<file path="src/rtl/airi5c_fpu_arbiter.sv">
`default_nettype none
// ============================================================================
// Module   : airi5c_fpu_arbiter
// Brief    : Shares one airi5c_FPU between the core pipeline (port 0) and an
//            auxiliary master (port 1). Arbitrates, issues with a one-cycle
//            load pulse, tracks the operation to completion, routes the result
//            back to the owner, forwards owner kills and aborts hung
//            operations with a watchdog.
// Config   : AIRI5C_FPU_ARB_RR_EN -- round-robin on ties (default: port 0
//            has fixed priority).
// Revision : 1.0 - initial release
// ============================================================================
module airi5c_fpu_arbiter #(
    parameter int TIMEOUT = 64
) (
    input  logic        clk,
    input  logic        n_reset,
    // requester 0 (core pipeline)
    input  logic        req0,
    input  logic [4:0]  op0,
    input  logic [2:0]  rm0,
    input  logic [31:0] a0,
    input  logic [31:0] b0,
    input  logic [31:0] c0,
    input  logic        kill0,
    output logic        gnt0,
    output logic        done0,
    output logic [31:0] res0,
    output logic [4:0]  flags0,
    output logic        tout0,
    // requester 1 (auxiliary master)
    input  logic        req1,
    input  logic [4:0]  op1,
    input  logic [2:0]  rm1,
    input  logic [31:0] a1,
    input  logic [31:0] b1,
    input  logic [31:0] c1,
    input  logic        kill1,
    output logic        gnt1,
    output logic        done1,
    output logic [31:0] res1,
    output logic [4:0]  flags1,
    output logic        tout1,
    // FPU command
    output logic        fpu_load,
    output logic        fpu_kill,
    output logic [4:0]  fpu_op,
    output logic [2:0]  fpu_rm,
    output logic [31:0] fpu_a,
    output logic [31:0] fpu_b,
    output logic [31:0] fpu_c,
    // FPU response
    input  logic [31:0] fpu_result,
    input  logic        fpu_iv,
    input  logic        fpu_dz,
    input  logic        fpu_of,
    input  logic        fpu_uf,
    input  logic        fpu_ie,
    input  logic        fpu_ready
);

    typedef enum logic [1:0] {
        S_IDLE  = 2'd0,
        S_ISSUE = 2'd1,
        S_GUARD = 2'd2,
        S_BUSY  = 2'd3
    } state_t;

    localparam logic [31:0] c_CANON_NAN  = 32'h7FC0_0000;
    localparam logic [4:0]  c_TOUT_FLAGS = 5'b10000;

    state_t      r_state;
    state_t      w_state_next;

    logic        r_owner;
    logic        w_pick;
    logic        w_own_kill;
    logic        w_wdt_expire;
    logic        w_grant;
    logic        w_kill;
    logic        w_complete;
    logic        w_timeout;
    logic [4:0]  w_flags_in;

    logic [4:0]  r_fpu_op;
    logic [2:0]  r_fpu_rm;
    logic [31:0] r_fpu_a;
    logic [31:0] r_fpu_b;
    logic [31:0] r_fpu_c;
    logic        r_fpu_kill;
    logic [31:0] r_res0;
    logic [31:0] r_res1;
    logic [4:0]  r_flags0;
    logic [4:0]  r_flags1;
    logic        r_done0;
    logic        r_done1;
    logic        r_tout0;
    logic        r_tout1;

    assign w_own_kill = r_owner ? kill1 : kill0;
    assign w_flags_in = {fpu_iv, fpu_dz, fpu_of, fpu_uf, fpu_ie};

`ifdef AIRI5C_FPU_ARB_RR_EN
    logic r_last;

    // On a tie the port that was not granted last wins; a lone request always wins.
    assign w_pick = (req0 && req1) ? ~r_last : req1;

    // Remember the most recently granted port.
    always_ff @(posedge clk or negedge n_reset) begin
        if (!n_reset) begin
            r_last <= 1'b1;
        end else if (w_grant) begin
            r_last <= w_pick;
        end
    end
`else
    // Port 0 always wins when it is requesting.
    assign w_pick = ~req0;
`endif

    generate
        if (TIMEOUT > 0) begin : g_wdt
            localparam int CW = (TIMEOUT < 2) ? 1 : $clog2(TIMEOUT + 1);
            logic [CW-1:0] r_wdt;

            // Count cycles spent waiting on the FPU; restart at every issue.
            always_ff @(posedge clk or negedge n_reset) begin
                if (!n_reset) begin
                    r_wdt <= '0;
                end else if (r_state == S_ISSUE) begin
                    r_wdt <= '0;
                end else if ((r_state == S_GUARD) || (r_state == S_BUSY)) begin
                    r_wdt <= r_wdt + CW'(1);
                end
            end

            // Expire at the end of the TIMEOUT-th waiting cycle.
            assign w_wdt_expire = ((r_state == S_GUARD) || (r_state == S_BUSY)) &&
                                  (r_wdt == CW'(TIMEOUT - 1));
        end else begin : g_no_wdt
            assign w_wdt_expire = 1'b0;
        end
    endgenerate

    // FSM state register.
    always_ff @(posedge clk or negedge n_reset) begin
        if (!n_reset) begin
            r_state <= S_IDLE;
        end else begin
            r_state <= w_state_next;
        end
    end

    // Next-state logic and per-cycle events; kill beats ready, ready beats the watchdog.
    always_comb begin
        w_state_next = r_state;
        w_grant      = 1'b0;
        w_kill       = 1'b0;
        w_complete   = 1'b0;
        w_timeout    = 1'b0;
        case (r_state)
            S_IDLE: begin
                if (req0 || req1) begin
                    w_grant      = 1'b1;
                    w_state_next = S_ISSUE;
                end
            end
            S_ISSUE: begin
                if (w_own_kill) begin
                    w_kill       = 1'b1;
                    w_state_next = S_IDLE;
                end else begin
                    w_state_next = S_GUARD;
                end
            end
            S_GUARD: begin
                // The FPU has not consumed the load yet, so fpu_ready is stale here.
                if (w_own_kill) begin
                    w_kill       = 1'b1;
                    w_state_next = S_IDLE;
                end else if (w_wdt_expire) begin
                    w_timeout    = 1'b1;
                    w_state_next = S_IDLE;
                end else begin
                    w_state_next = S_BUSY;
                end
            end
            S_BUSY: begin
                if (w_own_kill) begin
                    w_kill       = 1'b1;
                    w_state_next = S_IDLE;
                end else if (fpu_ready) begin
                    w_complete   = 1'b1;
                    w_state_next = S_IDLE;
                end else if (w_wdt_expire) begin
                    w_timeout    = 1'b1;
                    w_state_next = S_IDLE;
                end
            end
            default: begin
                w_state_next = S_IDLE;
            end
        endcase
    end

    // Command capture, result routing, pulses and sticky timeout flags.
    always_ff @(posedge clk or negedge n_reset) begin
        if (!n_reset) begin
            r_owner    <= 1'b0;
            r_fpu_op   <= '0;
            r_fpu_rm   <= '0;
            r_fpu_a    <= '0;
            r_fpu_b    <= '0;
            r_fpu_c    <= '0;
            r_fpu_kill <= 1'b0;
            r_res0     <= '0;
            r_res1     <= '0;
            r_flags0   <= '0;
            r_flags1   <= '0;
            r_done0    <= 1'b0;
            r_done1    <= 1'b0;
            r_tout0    <= 1'b0;
            r_tout1    <= 1'b0;
        end else begin
            r_done0    <= 1'b0;
            r_done1    <= 1'b0;
            r_fpu_kill <= 1'b0;

            if (w_grant) begin
                r_owner  <= w_pick;
                r_fpu_op <= w_pick ? op1 : op0;
                r_fpu_rm <= w_pick ? rm1 : rm0;
                r_fpu_a  <= w_pick ? a1  : a0;
                r_fpu_b  <= w_pick ? b1  : b0;
                r_fpu_c  <= w_pick ? c1  : c0;
                if (w_pick) begin
                    r_tout1 <= 1'b0;
                end else begin
                    r_tout0 <= 1'b0;
                end
            end

            if (w_kill) begin
                r_fpu_kill <= 1'b1;
            end

            if (w_complete) begin
                if (r_owner) begin
                    r_res1   <= fpu_result;
                    r_flags1 <= w_flags_in;
                    r_done1  <= 1'b1;
                end else begin
                    r_res0   <= fpu_result;
                    r_flags0 <= w_flags_in;
                    r_done0  <= 1'b1;
                end
            end

            if (w_timeout) begin
                r_fpu_kill <= 1'b1;
                if (r_owner) begin
                    r_res1   <= c_CANON_NAN;
                    r_flags1 <= c_TOUT_FLAGS;
                    r_done1  <= 1'b1;
                    r_tout1  <= 1'b1;
                end else begin
                    r_res0   <= c_CANON_NAN;
                    r_flags0 <= c_TOUT_FLAGS;
                    r_done0  <= 1'b1;
                    r_tout0  <= 1'b1;
                end
            end
        end
    end

    assign fpu_load = (r_state == S_ISSUE);
    assign gnt0     = (r_state == S_ISSUE) && !r_owner;
    assign gnt1     = (r_state == S_ISSUE) &&  r_owner;
    assign fpu_kill = r_fpu_kill;
    assign fpu_op   = r_fpu_op;
    assign fpu_rm   = r_fpu_rm;
    assign fpu_a    = r_fpu_a;
    assign fpu_b    = r_fpu_b;
    assign fpu_c    = r_fpu_c;
    assign done0    = r_done0;
    assign done1    = r_done1;
    assign res0     = r_res0;
    assign res1     = r_res1;
    assign flags0   = r_flags0;
    assign flags1   = r_flags1;
    assign tout0    = r_tout0;
    assign tout1    = r_tout1;

endmodule
`default_nettype wire

</file>
<file path="config.mk">
export PLATFORM = sky130hd
export DESIGN_NAME = airi5c_fpu_arbiter
export DESIGN_NICKNAME = d
export VERILOG_FILES = /design/src/rtl/airi5c_fpu_arbiter.sv
export SDC_FILE = /design/constraint.sdc
export NUM_CORES = 1
export LEC_CHECK = 0
export ABC_AREA = 1
export BUFFER_PORTS_ARGS = -buffer_cell sky130_fd_sc_hd__buf_2
export CORE_AREA = 5 5 169 171
export CTS_CLUSTER_SIZE = 40
export DETAILED_ROUTE_END_ITERATION = 12
export DIE_AREA = 0 0 174 176
export GPL_TIMING_DRIVEN = 0
export PLACE_DENSITY_LB_ADDON = 0.08
export SLEW_MARGIN = 0
export SYNTH_ARGS = -nofsm -noshare
export SYNTH_HDL_FRONTEND = slang
export SYNTH_SLANG_ARGS = --single-unit
</file>
<file path="constraint.sdc">
create_clock -name clk -period 1.8 [get_ports clk]
set_clock_uncertainty 0.15 [all_clocks]
set_input_delay 0.09 -clock clk [delete_from_list [all_inputs] [get_ports clk]]
set_output_delay 0.09 -clock clk [all_outputs]
set_load 0.02 [all_outputs]
</file>
==> metrics.txt <==
result of the run=completed; worst hold-check slack=just under 0.09 ns; leakage power total=between 7 and 8 nW; Congestion Overflow GR=0; TritonCTS buffer count=17; Root Driver=sky130_fd_sc_hd__clkbuf_16; Clock Path Buffers=2; cell types occupying the most area after synthesis=sky130_fd_sc_hd__dfrtp_1 (56%), sky130_fd_sc_hd__nand2_1 (14%), sky130_fd_sc_hd__a31oi_1 (7.6%); starting DRC count in detailed routing=between 500 and 600; post-synth top area share=56.4%; chain of cells forming the critical path=buf_6 > inv_4 > nand2_4 > inv_4 > o21ai_1 > inv_2 > buf_12 > buf_6 > nor2_1 > a31oi_1; routing usage on met2=between 30% and 40%; final critical-path share of the clock period=between 90 and 100%; clock-pin transition on the worst setup and hold timing paths=roughly 0.080 ns; per-instance average area after synthesis=8.44 µm²; register bit total from synthesis=about 190; Max Clk Rate=just under 600 MHz; worst slew pin tran=0.704 ns; critical path data arrival time=approximately 1.9 ns; required time reported for the critical path endpoint=approximately 2 ns; core region area=26,700 µm²; number of slew-limit violations in the final report=0; area fraction in compound gates after synthesis=10.2%; # placed instances=about 1,800; GR Layer Usage met1=roughly 28%; average routed wire per standard cell=about 18 µm; total vias in the final route=slightly below 10,000; number of global-route vias before repair=roughly 10,000; power density over the cells=around 1500 nW/µm²; multiplexer share of the synthesized area=0%; shortest period the worst path allows=1.71 ns; global-route wire length before repair=approximately 57,000 µm; DRC Markers=0; Post-Synthesis Net Count=about 1,300; routed wire length=between 30,000 and 40,000 µm; Total Negative Setup Slacks=0 ns; RePlAce Congestion=just over 0.8; Crit Reg-Reg Startpoint=r_state[1]$_DFFE_PN0P_; clock insertion delay at the later pin of the skew report=0.42 ns; number of instances in the synthesized netlist=approximately 1,000; die footprint=30,600 µm²; critical path peak fanout=10; CTS sink cnt=193; count of input and output buffers=roughly 440; Startpoint Class=register; CP Class=reg2reg; largest net degree at the start of global routing=between 100 and 150; total global routing track utilization=~23%; TritonCTS clock tree=built; fraction of final layout cells sized beyond drive strength 1=32.6%; post-route cell area=about 15,000 µm²; H-tree depth reported by CTS=4; sequential element share of the synthesized area=56.4%; Routed Antenna Nets=0; Detailed Routing Iterations Pass 1=4; largest family of logic cells by synthesized area=simple AND/OR/NAND/NOR gates; initial antenna violation count=0; most used flip-flop cell after synthesis=sky130_fd_sc_hd__dfrtp_1; unrepaired setup endpoints after global routing=true; final setup vio count=0; Slowest cell on crit path=sky130_fd_sc_hd__dfrtp_1; die width=174 µm; dominant cell by count in the synthesized netlist=sky130_fd_sc_hd__nand2_1; largest incremental delay on the critical path=~0.38 ns; Post-Place Setup Slack=-0.211 ns; post-synth top area cell=sky130_fd_sc_hd__dfrtp_1; layout net count=roughly 2,000; via/cell ratio=4.74; fraction of the mapped netlist area in adder cells=less than 1%; maximum VDD drop=686 µV; worst setup path startpoint=r_state[1]$_DFFE_PN0P_; leading post-synthesis cells by instance count=sky130_fd_sc_hd__nand2_1 (325), sky130_fd_sc_hd__dfrtp_1 (193), sky130_fd_sc_hd__nor2_1 (115); worst-case register-to-register setup slack=0.09 ns; Tightest Hold Check Type=in2async; die span in y=176 µm; number of core rows=60; GR peak layer=met2; placement-stage cell area=11,200 µm²; number of antenna diodes=0; worst slew margin relative to its limit=53.1%; count of unique library cells instantiated by Yosys=27; total power of the final layout=between 20 and 25 mW; Async SR Flop Fraction=100%; parity-gate share of the synthesized area counting xor and xnor cells=0%; I/O Pins=around 440; layout overhead on the synthesized area=73.0%; PnR worst setup slack=roughly 0.086 ns; simple-gate share of the synthesized area=approximately a quarter; final std cells w/o fill=about 2,100; # Max-Cap Violations=0; Fin. Hold Viols=0; HPWL Detailed=roughly 25,000 µm; met3 track demand over resource in global routing=~5.3%; category of the worst setup path capture point=register; Yosys warning count=0; combined area of all synthesized cells=roughly 8600 µm²; core occupancy in the finished layout=55.5%; number of flops mapped to enable cells by yosys=0; starting utilization of the core area=32.1%
cells in the final DEF, fill, tap and decap left out, drive strengths merged:
cell	instances
a31oi	104
dlygate4sd3	250
o21ai	38
or2	4
a21boi	1
nand2	330
o211ai	2
nor2	119
clkinv	8
buf	505
dfrtp	193
nand3b	1
nand4	10
nand3	89
a21oi	1
a22o	1
ha	1
inv	53
clkbuf	46
routing by layer:
layer	up-vias	share of wire, %	routed length [µm]
met5	-	0	0
met1	4660	41	14900
met2	395	50	18200
li1	4797	-	-
met4	0	4.2	1530
met3	82	5.8	2140
critical path: cells and delay by family, from the launching register on:
family          cells  cell delay (ns)
compound gates      2             0.25
flops               1             0.38
buf+inv             6             0.71
simple gates        2             0.14
logic make-up (layout without fill, tap and decap cells):
| logic type | count (synthesis) | count (layout) |
|---|---|---|
| simple gates | 553 | 553 |
| compound gates | 147 | 147 |
| fa+ha+maj | 1 | 1 |
| buf+inv | 121 | 862 |
| flops | 193 | 193 |
power by group:
part	internal [mW]	switching, mW
clock	1.87	1.89
combinational	4.02	6.42
sequential	6.29	1.10
total	12.2	9.40
final timing paths:
kind | to | cells past startpoint
worst min-delay path | asynchronous set/reset pin | 2
worst max-delay path | fpu_b[1]$_DFFE_PN0P_ | 10
worst min register to register | tout1$_DFF_PN0_ | 2
min in group clk | fpu_c[30]$_DFFE_PN0P_ | 4
worst max register to register | fpu_b[1]$_DFFE_PN0P_ | 10
max in group asynchronous | fpu_b[17]$_DFFE_PN0P_ | 3
area by class of cell:
type,instances,area [µm²]
Fill cell,2465,11900
Timing Repair Buffer,709,4980
Sequential cell,193,4830
Multi-Input combinational cell,701,3260
Buffer,72,566
Clock buffer,20,447
Tap cell,341,427
Inverter,49,189
Clock inverter,12,120
repair_timing:
action                                  in CTS  in global routing
hold buffers                               250                  0
resized for setup                           44                 49
gates cloned                                 0                  5
hold endpoints to repair                   268                  0
pin swaps                                    4                  7
buffers inserted                             7                 10
endpoints found under the setup margin     177                149
(Power assumes the default switching activity.)
